===== config.mk =====
export PLATFORM = sky130hd
export DESIGN_NAME = pc_stack_sequencer
export DESIGN_NICKNAME = d
export VERILOG_FILES = /design/src/rtl/pc_stack_sequencer.sv
export SDC_FILE = /design/constraint.sdc
export NUM_CORES = 1
export LEC_CHECK = 0
export CORE_AREA = 2 2 96 145
export CTS_CLUSTER_SIZE = 30
export DETAILED_ROUTE_END_ITERATION = 16
export DIE_AREA = 0 0 98 147
export HOLD_SLACK_MARGIN = 0.03
export PLACE_DENSITY = 0.66
export SETUP_SLACK_MARGIN = 0.4
export SLEW_MARGIN = 10
export SYNTH_ARGS = -nofsm -noshare
export SYNTH_HDL_FRONTEND = slang
export SYNTH_SLANG_ARGS = --single-unit

===== constraint.sdc =====
create_clock -name clk -period 2.89 [get_ports clk]
set_clock_uncertainty 0.05 [all_clocks]
set_input_delay 0.289 -clock clk [delete_from_list [all_inputs] [get_ports clk]]
set_output_delay 0.289 -clock clk [all_outputs]
set_load 0.01 [all_outputs]

===== src/rtl/pc_stack_sequencer.sv =====
// -----------------------------------------------------------------------------
// pc_stack_sequencer
//   Instruction fetch sequencer for the program ROM. Holds the program counter,
//   the instruction register and a circular hardware call stack. Applies the
//   decoder's GOTO / CALL / RETURN / skip requests. Every taken redirect or skip
//   inserts exactly one bubble into the instruction register.
//
// Ports
//   clk       rising-edge clock
//   rst       synchronous reset, active-high
//   rom_data  instruction word read combinationally from ROM at rom_addr
//   stall     hold PC, IR, stack and flags; all requests ignored
//   goto_en   branch to target
//   call_en   push return address (current PC) and branch to target
//   ret_en    pop top of stack into PC
//   skip_en   discard the word currently being fetched
//   target    branch / call destination
//   rom_addr  current PC, i.e. the address fetched this cycle
//   ir        instruction executing this cycle
//   ir_valid  ir holds a real instruction (0 = bubble)
//   sp        stack pointer, next free slot
//   stk_ovf   sticky: push while the stack was full
//   stk_unf   sticky: pop while the stack was empty
// -----------------------------------------------------------------------------
module pc_stack_sequencer #(
  parameter int unsigned            ADDR_W      = 11,
  parameter int unsigned            DATA_W      = 14,
  parameter int unsigned            STACK_DEPTH = 8,
  parameter logic [ADDR_W-1:0]      RESET_VEC   = 11'h000
) (
  input  logic                           clk,
  input  logic                           rst,
  input  logic [DATA_W-1:0]              rom_data,
  input  logic                           stall,
  input  logic                           goto_en,
  input  logic                           call_en,
  input  logic                           ret_en,
  input  logic                           skip_en,
  input  logic [ADDR_W-1:0]              target,
  output logic [ADDR_W-1:0]              rom_addr,
  output logic [DATA_W-1:0]              ir,
  output logic                           ir_valid,
  output logic [$clog2(STACK_DEPTH)-1:0] sp,
  output logic                           stk_ovf,
  output logic                           stk_unf
);

  localparam int unsigned SP_W = $clog2(STACK_DEPTH);

  localparam logic [ADDR_W-1:0] PC_ONE     = ADDR_W'(1);
  localparam logic [SP_W-1:0]   SP_ONE     = SP_W'(1);
  localparam logic [SP_W:0]     DEPTH_ONE  = (SP_W+1)'(1);
  localparam logic [SP_W:0]     DEPTH_ZERO = (SP_W+1)'(0);
  localparam logic [SP_W:0]     DEPTH_FULL = (SP_W+1)'(STACK_DEPTH);
  localparam logic [DATA_W-1:0] IR_NOP     = {DATA_W{1'b0}};

  // Single-bit encoding so ir_valid is the state flop itself.
  typedef enum logic [0:0] {
    ST_BUBBLE = 1'b0,
    ST_RUN    = 1'b1
  } state_t;

  state_t            state_r, state_nxt_s;
  logic [ADDR_W-1:0] pc_r, pc_nxt_s;
  logic [DATA_W-1:0] ir_r, ir_nxt_s;
  logic [SP_W-1:0]   sp_r, sp_nxt_s;
  logic [SP_W:0]     depth_r, depth_nxt_s;
  logic              ovf_r, ovf_nxt_s;
  logic              unf_r, unf_nxt_s;
  logic              push_s;
  logic [SP_W-1:0]   pop_idx_s;
  logic [ADDR_W-1:0] stack_r [STACK_DEPTH];

  // Top-of-stack slot; wraps naturally when the pointer is zero.
  assign pop_idx_s = sp_r - SP_ONE;

  // Next-state and datapath decode, prioritised stall > ret > call > goto > skip > run.
  always_comb begin
    state_nxt_s = state_r;
    pc_nxt_s    = pc_r;
    ir_nxt_s    = ir_r;
    sp_nxt_s    = sp_r;
    depth_nxt_s = depth_r;
    ovf_nxt_s   = ovf_r;
    unf_nxt_s   = unf_r;
    push_s      = 1'b0;

    if (stall) begin
      // Everything holds at its default value.
      state_nxt_s = state_r;
    end else begin
      case (state_r)
        ST_BUBBLE: begin
          // Requests are only meaningful while a real instruction executes.
          pc_nxt_s    = pc_r + PC_ONE;
          ir_nxt_s    = rom_data;
          state_nxt_s = ST_RUN;
        end
        ST_RUN: begin
          if (ret_en) begin
            pc_nxt_s    = stack_r[pop_idx_s];
            sp_nxt_s    = pop_idx_s;
            ir_nxt_s    = IR_NOP;
            state_nxt_s = ST_BUBBLE;
            if (depth_r == DEPTH_ZERO) begin
              unf_nxt_s = 1'b1;
            end else begin
              depth_nxt_s = depth_r - DEPTH_ONE;
            end
          end else if (call_en) begin
            push_s      = 1'b1;
            pc_nxt_s    = target;
            sp_nxt_s    = sp_r + SP_ONE;
            ir_nxt_s    = IR_NOP;
            state_nxt_s = ST_BUBBLE;
            // A full stack overwrites its oldest entry; depth stays saturated.
            if (depth_r == DEPTH_FULL) begin
              ovf_nxt_s = 1'b1;
            end else begin
              depth_nxt_s = depth_r + DEPTH_ONE;
            end
          end else if (goto_en) begin
            pc_nxt_s    = target;
            ir_nxt_s    = IR_NOP;
            state_nxt_s = ST_BUBBLE;
          end else if (skip_en) begin
            pc_nxt_s    = pc_r + PC_ONE;
            ir_nxt_s    = IR_NOP;
            state_nxt_s = ST_BUBBLE;
          end else begin
            pc_nxt_s    = pc_r + PC_ONE;
            ir_nxt_s    = rom_data;
            state_nxt_s = ST_RUN;
          end
        end
        default: begin
          pc_nxt_s    = pc_r;
          ir_nxt_s    = IR_NOP;
          state_nxt_s = ST_BUBBLE;
        end
      endcase
    end
  end

  // Control and datapath registers; reset overrides any concurrent request.
  always_ff @(posedge clk) begin
    if (rst) begin
      state_r <= ST_BUBBLE;
      pc_r    <= RESET_VEC;
      ir_r    <= IR_NOP;
      sp_r    <= {SP_W{1'b0}};
      depth_r <= DEPTH_ZERO;
      ovf_r   <= 1'b0;
      unf_r   <= 1'b0;
    end else begin
      state_r <= state_nxt_s;
      pc_r    <= pc_nxt_s;
      ir_r    <= ir_nxt_s;
      sp_r    <= sp_nxt_s;
      depth_r <= depth_nxt_s;
      ovf_r   <= ovf_nxt_s;
      unf_r   <= unf_nxt_s;
    end
  end

  // Call stack storage; cleared on reset so an empty pop returns a known value.
  always_ff @(posedge clk) begin
    if (rst) begin
      for (int i = 0; i < STACK_DEPTH; i++) begin
        stack_r[i] <= {ADDR_W{1'b0}};
      end
    end else if (push_s) begin
      stack_r[sp_r] <= pc_r;
    end else begin
      stack_r[sp_r] <= stack_r[sp_r];
    end
  end

  assign rom_addr = pc_r;
  assign ir       = ir_r;
  assign ir_valid = (state_r == ST_RUN);
  assign sp       = sp_r;
  assign stk_ovf  = ovf_r;
  assign stk_unf  = unf_r;

endmodule


# Yosys cells after proc, flatten, opt, wreduce, memory -nomap -nowiden

Memory sizes are Yosys's and may differ from the RTL's.
Cells that the tools add are included.

Reductions and logical operators: 8
Bitwise logic cells: 4
Equal/unequal tests: 4
Muxes and demuxes: 36
Add/sub/neg operators: 5

Operators by type and width:

| kind                                             | number |
|---|---|
| 2-to-1 mux 14 bit                                | 4 |
| 2-to-1 mux 11 bit                                | 5 |
| case mux 14 bit (2 select lines)                 | 1 |
| case mux 11 bit (2 select lines)                 | 1 |
| 2-to-1 mux 1 bit                                 | 17 |
| 2-to-1 mux 4 bit                                 | 4 |
| adder 11 x 1 -> 11 bit, second input constant    | 1 |
| OR reduction 11 bit                              | 1 |
| AND reduction 5 bit                              | 2 |
| 2-to-1 mux 3 bit                                 | 3 |
| adder 4 x 1 -> 4 bit, second input constant      | 1 |
| equality test 4 bit, second input constant       | 1 |
| logical NOT 4 bit                                | 1 |
| inequality test 2 bit, second input constant     | 2 |
| AND reduction 4 bit                              | 1 |
| subtractor 4 x 1 -> 4 bit, second input constant | 1 |
| adder 3 x 1 -> 3 bit, second input constant      | 1 |
| NOT 1 bit                                        | 3 |
| AND reduction 3 bit                              | 1 |
| subtractor 3 x 1 -> 3 bit, second input constant | 1 |
| case mux 1 bit (2 select lines)                  | 1 |
| AND reduction 2 bit                              | 1 |
| nonzero test 2 bit                               | 1 |
| inequality test 0 bit                            | 1 |
| bitwise OR 1 bit                                 | 1 |

Output and inout port bits: 31
Register bits after elaboration: 35
Word-level logic and storage cells: 65
Memory bits (writable): 88
Memories kept: 1

Memory list:

| name    | words | width | read ports | clocked after memory_dff | write ports | line | RTL |
|---|---|---|---|---|---|---|---|
| stack_r | 8     | 11    | 1          | 0                        | 8           | 72   | `logic [ADDR_W-1:0] stack_r [STACK_DEPTH];` |

# Depth between registers and ports, before layout

Word-level depth: 11
Mapped depth: 10
Depth with buffers taken out: 7

# Worst setup path after synthesis

Ideal clock, no wire load.

Kind: register to register
Start point: reg sp_r[0], in the netlist sp[0]
End point: reg pc_r[2], in the netlist rom_addr[2]
Data required time: 2.707 ns
Path slack: 0.022 ns
Path buffers: 3
Stages on the path, launching flop included: 11
Period minus slack after synthesis: 2.868 ns
Arrival time: 2.685 ns
Cell sequence: dfxtp_1 -> buf_2 -> buf_4 -> clkinv_1 -> ha_1 -> xor2_4 -> buf_8 -> mux4_2 -> mux2_2 -> nand3_1 -> a31oi_1

Cells in the longest elaborated chain, start to end: 4

RTL lines:

| item                             | line | RTL |
|---|---|---|
| start, declared                  | 66   | `logic [SP_W-1:0] sp_r, sp_nxt_s;` |
| start signal, assigned           | 151  | `sp_r <= {SP_W{1'b0}};` |
| start signal, assigned           | 159  | `sp_r <= sp_nxt_s;` |
| subtractor 3 x 1 -> 3 bit        | 75   | `assign pop_idx_s = sp_r - SP_ONE;` |
| memory (8 x 11 bit)              | --   |  |
| 2-to-1 mux 11 bit                | 100  | `if (ret_en) begin` |
| case mux 11 bit (2 select lines) | 92   | `case (state_r)` |
| end signal, assigned             | 157  | `pc_r <= pc_nxt_s;` |
| end, declared                    | 64   | `logic [ADDR_W-1:0] pc_r, pc_nxt_s;` |

No other way between the ends.
A chain may end at the register's enable or synchronous reset.

# Final worst setup path

Start point: reg sp_r[1], in the netlist sp[1]
End point: reg pc_r[9], in the netlist rom_addr[9]

Same word-level chain as after synthesis.

==> metrics.md <==
| Metric | Value |
|---|---|
| Detailed-placement wirelength estimate | about 12000 um |
| Clock share of power | a little under half |
| Cell taking the most area after synthesis | edfxtp_1 |
| CTS clock-pin slew for the worst setup and hold paths | about 60 ps |
| Fraction of registers with async set/reset | 0% |
| Initial antenna violation count | 0 |
| Antenna diodes | 0 |
| Endpoint type of the worst setup path | register |
| RSZ-0062 raised after global routing | no |
| NetSw | approximately 1200 uW |
| Number of global-route vias before repair | 4376 |
| Gr usage total | a little under a quarter |
| Worst Hold Depth | 2 |
| Footprint of the multi-input gates | between 2000 and 2500 um2 |
| Overflow after GRT | 0 |
| Met2 Use GR | a little over two fifths |
| M3 GR Usage | 4.47% |
| NumNets Final | roughly 600 |
| Synth Net Count | between 500 and 600 |
| H-tree Lvls | 4 |
| Setup TNS | 0 ps |
| CTS tree | built |
| DRC Markers | 0 |
| Worst hold-check path type | register to register |
| Post-Syn Area per Cell | between 10 and 15 um2 |
| Placement row count | 52 |
| CP max stage delay | 650 ps |
| Port bufs | between 60 and 70 |
| Combinational group share of total power | a little under an eighth |
| GRT busiest layer | met2 |
| Mapped Cells | approximately 470 |
| DR vias | about 4300 |
| Initial DRT Pass Iterations | 5 |
| Initial cell density of the core | about 44% |
| Leakage | between 0.002 and 0.003 uW |
| Maximum VDD drop | 0.373 mV |
| Reg2Reg Depth | 8 |
| Reg area | around 3300 um2 |
| # resized after CTS | 0 |
| Ys flop type | edfxtp_1 |
| Synth top area cells | edfxtp_1 45%, dfxtp_1 12%, mux4_2 6.2% |
| Slowest CP cell | mux4_1 |
| Die W | approximately 98 um |
| Worst Setup Start Kind | register |
| Outcome | finished clean |
| Clock buffer depth | 2 |
| # hold bufs at CTS | 0 |
| Ports | 63 |
| CP Cell Sequence | inv_1 -> ha_4 -> xor2_4 -> buf_4 -> mux4_1 -> a32o_1 -> a21oi_1 -> a221oi_1 |
| Sequential fraction of design power | a little over two fifths |
| Iteration-0 DRC Markers | 360 |
| Fillers | roughly 1100 |
| Worst EP required | ~3100 ps |
| Max-slew violation count | 0 |
| Antenna Nets Post-Route | 0 |
| Worst relative slew slack | 46.2% |
| WS Path Type | register to register |
| Share of cells above drive strength 1 | ~18% |
| Post-layout min period | 2370 ps |
| Post-Route WL | between 15000 and 20000 um |
| Worst skew pair latency | about 420 ps |
| Largest net degree at the start of global routing | 46 |
| First-pass GRT wire length | between 20000 and 30000 um |
| Die Span Y | 147 um |
| Die area | 14400 um2 |
| Sequential fraction of the synthesis area | roughly 58% |
| Number of synthesized register bits | 123 |
| Core Area | between 10000 and 15000 um2 |
| Most common cell after layout, fill and taps aside | edfxtp_1 |
| Fmax | 0.422 GHz |
| Post-synth top area share | 45.5% |
| CTS root buf | clkbuf_16 |
| WP data arrival | 2600 ps |
| Worst slew pin tran | 801 ps |
| Final setup vio count | 0 |
| Period utilization | around four fifths |
| GPL Wtd Cong | 0.941 |
| WL/cell | 22.6 um |
| Via density | between 5 and 6 |
| Final hold viol count | 0 |
| Count of unique library cells instantiated by Yosys | 55 |
| Post-synth EDFFs | roughly 90 |
| Total power | 4640 uW |
| Post-CTS setup buffers | 0 |
| Met1 Use GR | 25.4% |
| Synth Cell Area | just under 6000 um2 |
| Max-Cap Viols | 0 |
| Switch share | 24.9% |
| Power per cell area | 632 nW/um2 |
| Synth-to-layout area growth | 26.3% |
| Int Power | ~3500 uW |
| Critical-path maximum fanout | 6 |
| Most frequent cells in the layout | 88 x edfxtp_1, 62 x clkdlybuf4s50_1, 45 x nor3_1, 40 x and2_1, 37 x nor2_1 |
| CTS Buf Count | 17 |
| Clk sinks | 123 |
| Synth warnings | 0 |
Yosys cell counts (all sizes together), types with 2 or more instances:
cell type,count
a211oi,5
a21oi,17
a221oi,6
a22oi,14
a2bb2oi,2
a31oi,3
and2,40
and4,2
buf,11
clkbuf,26
clkinv,4
dfxtp,35
edfxtp,88
ha,5
inv,8
mux2,3
mux2i,5
mux4,22
nand2,15
nand2b,4
nand3,8
nand4,3
nor2,37
nor2b,5
nor3,45
nor4,14
o21ai,8
o31ai,2
or2,9
or3,2
xnor2,8
xor2,3
power by group through the flow:
stage	sequential (uW)	combinational, uW	clock (uW)
after floorplan	2030	293	0
after detailed placement	2030	517	0
final	1990	531	2120
after CTS	1990	521	2130
after global routing	2000	565	2220
after global placement	2020	510	0
cells by family (layout without fill, tap and decap cells):
logic type	count (synthesis)	after routing	share of synthesized area [%]
XOR/XNOR	11	11	1.98
adder cells (fa/ha/maj)	6	6	1.42
AO/OA/AOI/OAI	68	68	8.29
AND/OR/NAND/NOR	187	187	16.9
buffers and inverters	49	141	3.53
multiplexers	30	30	10.4
flip-flops	123	123	57.5
sequential cells by signal, indices dropped and copies added, names as in the netlist:
signal    cells
stk_unf       1
depth_r       4
stk_ovf       1
sp            3
ir           14
ir_valid      1
stack_r      88
rom_addr     11
routing by layer:
layer / wire length [um] / vias up
met1: 6140 / 2107
li1: - / 1957
met3: 856 / 50
met5: 0 / -
met2: 8590 / 223
met4: 858 / 0
metrics by stage:
stage	std cells	utilization [%]	hold slack, ps	cell area (um2)	worst slack, ps
after floorplan	474	-	383	5840	412
after global placement	692	50.9	402	6730	307
after detailed placement	692	50.9	416	6730	226
after CTS	724	55.4	428	7310	424
after global routing	728	55.6	465	7340	418
final	728	55.6	426	7340	522
final cells by class:
cell class	count	share of cell area (%)
clock buffer	17	5.79
multi-input combinational	302	31.0
tap	162	2.76
inverter	12	0.682
clock inverter	15	2.18
timing repair buffer	97	12.0
sequential	123	45.6
worst paths after layout:
path,start,end,slack (ps)
worst max-delay path,sp[1],rom_addr[9],520
worst min register to register,depth_r[2],depth_r[2],430
worst max register to register,sp[1],rom_addr[9],520
worst min-delay path,depth_r[2],depth_r[2],430
worst max-delay path, delay by kind of cell (launching register included):
kind                     cells  cell delay (ps)
AO/OA/AOI/OAI                3              510
XOR/XNOR                     1              230
adder cells (fa/ha/maj)      1              180
buffers and inverters        2              280
flip-flops                   1              320
multiplexers                 1              650
(Power assumes the default switching activity.)
